**src/rtl/uart_pkg.sv**
```systemverilog
// UART transmit drain: shared states and default constants.
// Imported by the drain FSM and its baud counter.
package uart_pkg;

    localparam int CLK_DIV_DEF    = 868;
    localparam int DATA_WIDTH_DEF = 8;
    localparam int FRAME_BITS     = DATA_WIDTH_DEF + 2;

    typedef enum logic [2:0] {
        IDLE,
        FETCH,
        START,
        DATA,
        STOP
    } state_t;

endpackage

```
**src/rtl/uart_tx_drain_if.sv**
```systemverilog
// FIFO read port seen by the UART drain.
// The drain is the master: it owns the pop strobe.
interface uart_tx_drain_if #(
    parameter int DATA_WIDTH = 8
);

    logic                  fifo_empty;
    logic [DATA_WIDTH-1:0] fifo_data;
    logic                  fifo_read_en;

    modport master (
        input  fifo_empty,
        input  fifo_data,
        output fifo_read_en
    );

    modport slave (
        output fifo_empty,
        output fifo_data,
        input  fifo_read_en
    );

endinterface

```
**src/rtl/baud_tick.sv**
```systemverilog
// Bit-period counter: counts 0..CLK_DIV-1 while enabled.
// Emits a one-cycle tick on the last count of each bit.
module baud_tick
    import uart_pkg::*;
#(
    parameter int CLK_DIV = CLK_DIV_DEF
) (
    input  logic clk,
    input  logic reset,
    input  logic en,
    input  logic clr,
    output logic tick
);

    localparam int CW = $clog2(CLK_DIV);
    localparam logic [CW-1:0] LAST = CW'(CLK_DIV - 1);

    logic [CW-1:0] cnt_q;
    logic [CW-1:0] cnt_d;

    // Next count: clear wins, otherwise wrap only at the bit boundary.
    always_comb begin
        cnt_d = cnt_q;
        if (clr) begin
            cnt_d = '0;
        end else if (en) begin
            cnt_d = (cnt_q == LAST) ? '0 : cnt_q + 1'b1;
        end
    end

    // Counter register.
    always_ff @(posedge clk) begin
        if (reset) begin
            cnt_q <= '0;
        end else begin
            cnt_q <= cnt_d;
        end
    end

    assign tick = en && !clr && (cnt_q == LAST);

endmodule

```
**src/rtl/uart_tx_drain.sv**
```systemverilog
// Pops bytes from the FIFO and shifts each out as an 8N1 frame.
// tx comes from a flop; the pop strobe is a single IDLE cycle.
module uart_tx_drain
    import uart_pkg::*;
#(
    parameter int CLK_DIV    = CLK_DIV_DEF,
    parameter int DATA_WIDTH = DATA_WIDTH_DEF
) (
    input  logic            clk,
    input  logic            reset,
    input  logic            enable,
    uart_tx_drain_if.master fifo,
    output logic            tx,
    output logic            busy
);

    localparam int BW = $clog2(DATA_WIDTH) + 1;
    localparam logic [BW-1:0] LAST_BIT = BW'(DATA_WIDTH - 1);

    state_t                state_q;
    state_t                state_d;
    logic [BW-1:0]         bit_q;
    logic [BW-1:0]         bit_d;
    logic [DATA_WIDTH-1:0] shift_q;
    logic [DATA_WIDTH-1:0] shift_d;
    logic                  tx_q;
    logic                  tx_d;
    logic                  pop;
    logic                  run;
    logic                  tick;

    assign run = state_q inside {START, DATA, STOP};

    baud_tick #(
        .CLK_DIV (CLK_DIV)
    ) u_baud (
        .clk   (clk),
        .reset (reset),
        .en    (run),
        .clr   (!run),
        .tick  (tick)
    );

    // FIFO output is only valid the cycle after this strobe.
    assign pop = !reset && (state_q == IDLE) && enable && !fifo.fifo_empty;

    assign fifo.fifo_read_en = pop;
    assign busy              = (state_q != IDLE) || pop;
    assign tx                = tx_q;

    // Next state, bit count and shift register.
    always_comb begin
        state_d = state_q;
        bit_d   = bit_q;
        shift_d = shift_q;
        unique case (state_q)
            IDLE: begin
                if (pop) begin
                    state_d = FETCH;
                end
            end
            FETCH: begin
                shift_d = fifo.fifo_data;
                bit_d   = '0;
                state_d = START;
            end
            START: begin
                if (tick) begin
                    state_d = DATA;
                end
            end
            DATA: begin
                if (tick) begin
                    shift_d = shift_q >> 1;
                    if (bit_q == LAST_BIT) begin
                        bit_d   = '0;
                        state_d = STOP;
                    end else begin
                        bit_d = bit_q + 1'b1;
                    end
                end
            end
            STOP: begin
                if (tick) begin
                    state_d = IDLE;
                end
            end
            default: begin
                state_d = IDLE;
            end
        endcase
    end

    // Line level follows the state being entered, so tx lines up with it.
    always_comb begin
        case (state_d)
            START:   tx_d = 1'b0;
            DATA:    tx_d = shift_d[0];
            default: tx_d = 1'b1;
        endcase
    end

    // State registers; reset aborts any frame and idles the line high.
    always_ff @(posedge clk) begin
        if (reset) begin
            state_q <= IDLE;
            bit_q   <= '0;
            shift_q <= '0;
            tx_q    <= 1'b1;
        end else begin
            state_q <= state_d;
            bit_q   <= bit_d;
            shift_q <= shift_d;
            tx_q    <= tx_d;
        end
    end

endmodule

```
**src/flat_wrapper.sv**
```systemverilog
// flat-port wrapper written by rule: the top's interface ports become plain ports
module uart_tx_drain_flat import uart_pkg::*;
#(
    parameter int CLK_DIV    = CLK_DIV_DEF,
    parameter int DATA_WIDTH = DATA_WIDTH_DEF
)
  (clk, reset, enable, tx, busy, fifo_fifo_empty, fifo_fifo_data, fifo_fifo_read_en);
  uart_tx_drain_if #(.DATA_WIDTH(DATA_WIDTH)) fifo_i ();
  input  logic clk;
  input  logic reset;
  input  logic enable;
  output logic tx;
  output logic busy;
  input wire logic [$bits(fifo_i.fifo_empty)-1:0] fifo_fifo_empty;
  input wire logic [$bits(fifo_i.fifo_data)-1:0] fifo_fifo_data;
  output wire logic [$bits(fifo_i.fifo_read_en)-1:0] fifo_fifo_read_en;
  assign fifo_i.fifo_empty = fifo_fifo_empty;
  assign fifo_i.fifo_data = fifo_fifo_data;
  assign fifo_fifo_read_en = fifo_i.fifo_read_en;
  uart_tx_drain #(.CLK_DIV(CLK_DIV), .DATA_WIDTH(DATA_WIDTH)) u_core (.clk(clk), .reset(reset), .enable(enable), .fifo(fifo_i), .tx(tx), .busy(busy));
endmodule
```
**config.mk**
```make
export PLATFORM = sky130hd
export DESIGN_NAME = uart_tx_drain_flat
export DESIGN_NICKNAME = d
export VERILOG_FILES = /design/src/rtl/uart_pkg.sv /design/src/rtl/uart_tx_drain_if.sv /design/src/rtl/baud_tick.sv /design/src/rtl/uart_tx_drain.sv /design/src/flat_wrapper.sv
export SDC_FILE = /design/constraint.sdc
export NUM_CORES = 1
export LEC_CHECK = 0
export CAP_MARGIN = 25
export CORE_MARGIN = 3
export CORE_UTILIZATION = 25
export CTS_CLUSTER_SIZE = 28
export DETAILED_ROUTE_END_ITERATION = 12
export DONT_BUFFER_PORTS = 1
export GPL_ROUTABILITY_DRIVEN = 1
export GPL_TIMING_DRIVEN = 1
export PLACE_DENSITY_LB_ADDON = 0.25
export SYNTH_ARGS = -nofsm -noshare
export SYNTH_HDL_FRONTEND = slang
export SYNTH_SLANG_ARGS = --single-unit
```
**constraint.sdc**
```tcl
create_clock -name clk -period 3.1 [get_ports clk]
set_clock_uncertainty 0.05 [all_clocks]
set_input_delay 0.31 -clock clk [delete_from_list [all_inputs] [get_ports clk]]
set_output_delay 0.31 -clock clk [all_outputs]
set_load 0.005 [all_outputs]
```
### After elaboration in Yosys (flattened, before gate mapping)

Index checks and enable logic that the tools add are counted.

* bitwise gates (word level): 1
* add/sub/neg operators: 2
* multiplexer cells: 12
* equal/unequal tests: 9
* reduce and logical (&&, ||, !) cells: 13

Operator list (number)
* 8-bit one-hot mux with 2 select lines: 1
* 3-bit two-way mux: 5
* 3-bit one-hot mux with 5 select lines: 1
* 3-bit by 2-bit == test with 1-bit output, second input constant: 4
* 10-bit by 1-bit adder with 10-bit output, second input constant: 1
* 10-bit == test, second input constant: 1
* 4-bit two-way mux: 2
* 8-bit two-way mux: 1
* 4-bit one-hot mux with 2 select lines: 1
* 3-bit nonzero test: 2
* 4-bit by 1-bit adder with 4-bit output, second input constant: 1
* 4-bit by 3-bit == test with 1-bit output, second input constant: 1
* 1-bit logical AND: 4
* 3-bit by 1-bit == test with 1-bit output, second input constant: 1
* 3-bit == test, second input constant: 1
* 3-bit zero test: 1
* 3-bit OR reduction: 1
* 1-bit zero test: 2
* 2-bit by 1-bit inequality test with 1-bit output, second input constant: 1
* 1-bit one-hot mux with 2 select lines: 1
* 2-bit AND reduction: 1
* 2-bit nonzero test: 1
* 1-bit logical OR: 1
* 1-bit NOT: 1

* logic and storage cells: 43
* input bits: 12
* flip-flop bits (word level): 26
* output and inout bits: 3

### Longest topological paths before layout

Gate-level depths: netlist (run 1).

* word-level depth: 8
* depth in mapped cells: 6
* gate-level depth less buffers: 5

### Cells and area by module

Synthesis (run 1) repeated with hierarchy kept, for this count alone.

* cell total of the unflattened synthesis: 159
* area total of the unflattened synthesis: 1405.1 um^2

By module, submodules not included
* uart_tx_drain: times used 1, seq. area each 320.3 um^2, cells each 103, area an instance 899.6 um^2
* baud_tick: times used 1, seq. area each 200.2 um^2, cells each 56, area an instance 505.5 um^2

### Worst setup path before layout (run 1)

Ideal clock, no wire load.

* path type: register to register
* from: register u_core.u_baud.cnt_q[0]
* to: register u_core.tx_q, in the netlist u_core.tx
* buffers on the path: 0
* stages on the path, launching flop included: 6
* setup slack: 1.313 ns
* required time: 2.909 ns
* arrival time: 1.596 ns
* setup time: 0.141 ns
* path through: dfxtp_1 ha_1 or3b_1 o311a_1 a211oi_2 o221ai_1

* cells in the longest elaborated chain, start to end: 6
* elaborated cells on any way between the ends: 11
* classes of those cells: eq/ne (3); mux (7); reduce/logical (1)

RTL lines
* start: declaration: line baud_tick.sv:18 `logic [CW-1:0] cnt_q;`
* start signal: assignment: line baud_tick.sv:36 `cnt_q <= cnt_d;`
* 10-bit == test *: line baud_tick.sv:40 `assign tick = en && !clr && (cnt_q == LAST);`
* 1-bit logical AND *: line baud_tick.sv:40
* 3-bit two-way mux (on tied branches): line uart_tx_drain.sv:84, uart_tx_drain.sv:68, uart_tx_drain.sv:73
* 3-bit one-hot mux with 5 select lines: line uart_tx_drain.sv:56 `unique case (state_q)`
* 3-bit by 2-bit == test with 1-bit output: line uart_tx_drain.sv:96 `case (state_d)`
* 1-bit one-hot mux with 2 select lines *: line uart_tx_drain.sv:96
* end signal: assignment: line uart_tx_drain.sv:114 `tx_q <= tx_d;`
* end: declaration: line uart_tx_drain.sv:26 `logic tx_q;`

Every way passes the cells marked *; elsewhere a longest branch is shown, timed or not. The select of a mux whose other input is x is not followed.
A chain may end at the register's enable or synchronous reset.

### Final worst setup path (run 1)

* from: register u_core.u_baud.cnt_q[0]
* to: register u_core.bit_q[3]

* cells in the longest elaborated chain, start to end: 4

RTL lines
* 10-bit == test: line baud_tick.sv:40
* 1-bit logical AND: line baud_tick.sv:40
* 2-bit by 1-bit inequality test with 1-bit output (no line)
* 2-bit AND reduction (no line)
* end signal: assignment: line uart_tx_drain.sv:112 `bit_q <= bit_d;`
* end: declaration: line uart_tx_drain.sv:22 `logic [BW-1:0] bit_q;`

Every way passes these cells.

==> results of run 1 <==
## cells in the final DEF (no fill, tap or decap), drive strengths merged, types with 2 or more instances in the layout
cell type and instances:
dfxtp 26, nor2 16, a21oi 13, nand2 11
a22oi 7, xor2 6, nand3 5, clkbuf 4
nor2b 3, xnor2 3, or3b 3, nor3b 3
and2 2, and3b 2, and3 2, nand4 2
o21ai 2, or4 2, ha 2, or2 2
nor3 2
## per-stage QoR
step / power (W) / worst slack [ns] / hold slack [ns] / std cells / cell area, sq um
floorplan: 0.000368 / 1.31 / 0.329 / 140 / 1280
global placement: 0.000369 / 1.06 / 0.333 / 201 / 1340
detailed placement: 0.000369 / 0.970 / 0.335 / 201 / 1340
CTS: 0.000585 / 0.947 / 0.0438 / 205 / 1390
global route: 0.000606 / 0.775 / 0.0272 / 205 / 1390
finish: 0.000576 / 0.919 / 0.0560 / 205 / 1390
## metal layers
metal	global-route usage	up-vias
met4	0.0285	0
li1	-	505
met5	0	-
met2	0.161	22
met3	0.0371	2
met1	0.106	470
## power by group
group,internal [W],leakage [nW],switching (W),total [W]
combinational,0.00000925,0.228,0.0000105,0.0000198
clock,0.000113,0.0288,0.000101,0.000214
sequential,0.000338,0.210,0.00000391,0.000342
## area by class of cell
| cell class | count | area share |
|---|---|---|
| clock buffer | 4 | 0.0396 |
| inverter | 1 | 0.00270 |
| multi-input combinational | 107 | 0.523 |
| sequential | 26 | 0.374 |
| tap | 67 | 0.0603 |
## sequential cells by signal, indices dropped and copies added (netlist names)
| name | flops |
|---|---|
| u_core.tx | 1 |
| u_core.state_q | 3 |
| u_core.bit_q | 4 |
| u_core.u_baud.cnt_q | 10 |
| u_core.shift_q | 8 |
## cell families (layout without fill, tap and decap cells)
family,Yosys count,count (layout),synth area share
DFF,26,26,0.407
xor gates and xnor gates,9,9,0.0616
and+or+nand+nor,64,64,0.310
AOI/OAI and AO/OA,31,31,0.168
muxes,1,1,0.00881
buffers and inverters,7,5,0.0245
adders and majority gates,2,2,0.0196
## final timing paths
check / end / slack (ns) / cells past startpoint / from
worst max-delay path: u_core.bit_q[3] / 0.92 / 5 / u_core.u_baud.cnt_q[0]
worst min-delay path: u_core.bit_q[2] / 0.06 / 1 / reset
worst max register to register: u_core.bit_q[3] / 0.92 / 5 / u_core.u_baud.cnt_q[0]
worst min register to register: u_core.shift_q[1] / 0.40 / 2 / u_core.shift_q[1]
==> results_dict.tcl, run 1 <==
set metrics [dict create \
    status "complete, no violations" \
    clk_path_buf_depth 2 \
    hold_violations 0 \
    synthCells 140 \
    worst_pin_slew_ns 0.594 \
    synth-seq-cells 26 \
    hold_class "input port to flop" \
    utilization 0.287 \
    vdd_drop_max_v 0.000250 \
    synthTopCellsByCount "26 x dfxtp_1, 16 x nor2_1, 13 x a21oi_1" \
    period_minus_slack_ns 2.18 \
    worstSetupEndpointType "flop" \
    synthArstFlopShare 0 \
    ys.flop_type "dfxtp_1" \
    grt_remaining_overflow 0 \
    critical_path_required_ns 3.25 \
    die_w_um 77.5 \
    finalMaxSlewViolations 0 \
    io_buffer_count 0 \
    worst-setup-path-type "flop to flop" \
    synth-edff-count 0 \
    drt_iter0_drc 43 \
    drtPass1Iterations 4 \
    cp_slowest_cell "or4_1" \
    fillers 522 \
    dp_hpwl_mm 1.96 \
    dieArea_sq_um 6010 \
    max_freq_mhz 458 \
    syn_area_per_cell_sq_um 9.13 \
    synthesis.area_sq_um 1280 \
    synthDistinctLibCells 46 \
    maxCapViolCount 0 \
    synth_area_leaders "dfxtp_1 41%, a21oi_1 5.1%, nor2_1 4.7%" \
    area_growth_pct 8.71 \
    wl_met3_um 140 \
    yosysTopAreaCellShare 0.407 \
    cts_root_buf "clkbuf_8" \
    num-nets-final 153 \
    antenna_found_initial 0 \
    clk_latency_ns 0.26 \
    path_max_fanout 13 \
    maxSlewHeadroom 0.604 \
    cts_sinks 26 \
    post_cts_resized 0 \
    ant_nets 0 \
    power.density_nw_per_um2 414 \
    syn_nets 154 \
    drive_gt1_frac 0.101 \
    cts_inserted_buffers 3 \
    routabilityCongestion 0.709 \
    tns_ns 0 \
    synth_largest_area_cell "dfxtp_1" \
    yosysMostFrequentCell "dfxtp_1" \
    met2WireLength_mm 1.24 \
    io_pins 15 \
    wl_met1_mm 1.17 \
    max_stage_delay_ns 0.60 \
    grt_use_total 0.0936 \
    placementRows 25 \
    top_layer_used "met4" \
    synth-seq-area-share 0.407 \
    grt_max_degree 17 \
    post_cts_buffers 0 \
    min_period_over_period 0.704 \
    antenna_cells 0 \
    grt_pass1_wl_mm 4.62 \
    h-tree-depth 1 \
    cts_tree "done" \
    wl_per_cell_um 12.5 \
    leakagePower_nw 0.467 \
    multiInputGateArea_sq_um 727 \
    routed_via_density 4.87 \
    setup_viol 0 \
    remaining_drc_errors 0 \
    crit_arrival_ns 2.33 \
    postCtsHoldBufs 0 \
    vias 999 \
    path_delay_family "simple AND/OR/NAND/NOR gates" \
    seq_area_sq_um 520 \
    grt_pass1_vias 1003 \
    crit_buf_inv 0 \
    routed_wl_mm 2.57 \
    clk_pin_slew_ns 0.09 \
    rsz0062_at_grt "false" \
    cp-start-kind "flop" \
    die_h_um 77.5 \
    fp.coreArea_sq_um 4850 \
    yosysWarnings 0 \
    initial_utilization 0.264 \
    path_cells "ha_1, nor3b_1, a41oi_2, or4_1, a21oi_1" \
]
Power figures use the tool's default switching activity.
==> inputs of run 2 (changes only) <==
clock period = 2 ns   (was 3.1 ns; I/O delays follow)
==> run 2 against run 1 <==
Non-clock buffer count is 7 higher. Clock power is 57% higher. Die area unchanged. First-iteration DRC count up 26%. Wire length up 5.8%. Critical endpoint is now u_core.tx. Via count rose by 1.9%. Worst setup slack lost 0.83 ns.
==> results_dict.tcl, run 2 (synthesis gave the netlist of run 1 again) <==
set metrics [dict create \
    clk_path_buf_depth 2 \
    worst_pin_slew_ns 0.501 \
    worstSetupEndpointType "flop" \
    cts_inserted_buffers 3 \
    grt_remaining_overflow 0 \
    dp_hpwl_mm 1.98 \
    die_h_um 77.5 \
    vias 1018 \
    crit_arrival_ns 2.00 \
    vdd_drop_max_v 0.000327 \
    dieArea_sq_um 6010 \
    power.density_nw_per_um2 615 \
    antenna_found_initial 0 \
    largest_reg_flops 10 \
    cts_sinks 26 \
    top_layer_used "met4" \
    routabilityCongestion 0.772 \
    grt_use_total 0.0946 \
    routed_wl_mm 2.71 \
    wl_met1_mm 1.26 \
    maxSlewHeadroom 0.665 \
    rsz0062_at_grt "false" \
    top_register "u_core.u_baud.cnt_q" \
    final_common_cell "dfxtp_1" \
    place_area_sq_um 1370 \
    wl_met3_um 123 \
    hold_violations 0 \
    fp.coreArea_sq_um 4850 \
    ant_nets 0 \
    remaining_drc_errors 0 \
    multiInputGateArea_sq_um 752 \
    critical_path_required_ns 2.09 \
    drt_iter0_drc 54 \
    routed_via_density 4.80 \
    grt_pass1_vias 1009 \
    clk_pin_slew_ns 0.09 \
    drive_gt1_frac 0.159 \
    grt_pass1_wl_mm 4.62 \
    antenna_cells 0 \
    drtPass1Iterations 4 \
    setup_viol 0 \
    placementRows 25 \
    initial_utilization 0.264 \
    cp-start-kind "flop" \
    hold_class "input port to flop" \
    h-tree-depth 1 \
    path_cells "ha_1, or3b_4, o311a_1, a211oi_2, o221ai_1" \
    leakagePower_nw 0.508 \
    min_path_cells 2 \
    path_max_fanout 4 \
    utilization 0.303 \
    seq_area_sq_um 522 \
    clk_latency_ns 0.27 \
    cts_tree "done" \
    area_growth_pct 15.1 \
    max_freq_mhz 524 \
    ff2ff_path_depth 5 \
    grt_max_degree 15 \
    wl_per_cell_um 12.8 \
    cp_slowest_cell "or3b_4" \
    min_period_over_period 0.954 \
    stdcell_area_sq_um 1470 \
    cts_root_buf "clkbuf_8" \
    io_buffer_count 0 \
    io_pins 15 \
    met2WireLength_mm 1.31 \
    period_minus_slack_ns 1.91 \
    final_cell_mix "25 x dfxtp_1, 16 x nor2_1, 13 x a21oi_1, 11 x nand2_1, 7 x a22oi_1" \
    tns_ns 0 \
    num-nets-final 160 \
    maxCapViolCount 0 \
    max_stage_delay_ns 0.43 \
    status "complete, no violations" \
    worst-setup-path-type "flop to flop" \
    cp.depth 5 \
    die_w_um 77.5 \
    path_delay_family "compound AO/OA/AOI/OAI gates" \
    fillers 518 \
    crit_buf_inv 0 \
    largestRegisters "u_core.u_baud.cnt_q: 10 flops, u_core.shift_q: 8 flops, u_core.bit_q: 4 flops" \
    finalMaxSlewViolations 0 \
]
## run 2: cell count changes in the layout (fill, tap and decap cells not counted)
cell and change:
buf_4 +6, a41oi_2 -1, a41oi_4 +1, dfxtp_1 -1
dfxtp_2 +1, dlygate4sd3_1 +1, nor3b_1 -1, nor3b_4 +1
or3b_1 -1, or3b_4 +1
## run 2: stage by stage
step	hold WS (ns)	instances	setup WS (ns)	power, W
finish	0.0417	212	0.0923	0.000904
floorplan	0.219	140	0.213	0.000570
global placement	0.224	206	0.121	0.000573
global route	0.0437	212	0.0215	0.000954
detailed placement	0.225	206	0.0372	0.000574
CTS	0.0311	211	0.0118	0.000923
## run 2: worst paths after layout
check | from | to | slack [ns]
setup / recovery | u_core.u_baud.cnt_q[0] | u_core.tx | 0.09
hold / removal | reset | u_core.state_q[2] | 0.04
setup reg to reg | u_core.u_baud.cnt_q[0] | u_core.tx | 0.09
hold reg to reg | u_core.shift_q[2] | u_core.shift_q[2] | 0.41
## run 2: layer usage
metal	GRT usage	vias up
met4	0.0214	0
li1	-	515
met3	0.0336	2
met2	0.155	18
met1	0.118	483
met5	0	-
## run 2: worst reg2reg max path: stages (launching register included)
cell      delay (ns)
dfxtp_1         0.38
ha_1            0.24
or3b_4          0.43
o311a_1         0.31
a211oi_2        0.24
o221ai_1        0.13
## run 2: power breakdown
part	internal (W)	switching [W]	leakage [nW]
clock network	0.000176	0.000159	0.0288
logic	0.0000175	0.0000215	0.269
registers	0.000524	0.00000612	0.210
total	0.000717	0.000187	0.508
## run 2: timing repair
action                                 4_1_cts  5_1_grt
endpoints found under the hold margin       13        0
gates resized for setup                      0        5
setup buffers                                0        1
setup endpoints to repair                    0        4
hold buffers                                 1        0
## run 2: final cells by class
cell class | count | share of cell area
well taps | 67 | 0.0570
inverters | 1 | 0.00255
repair buffers | 7 | 0.0374
flip-flops and latches | 26 | 0.355
multi-input cells | 107 | 0.511
clock buffers | 4 | 0.0374
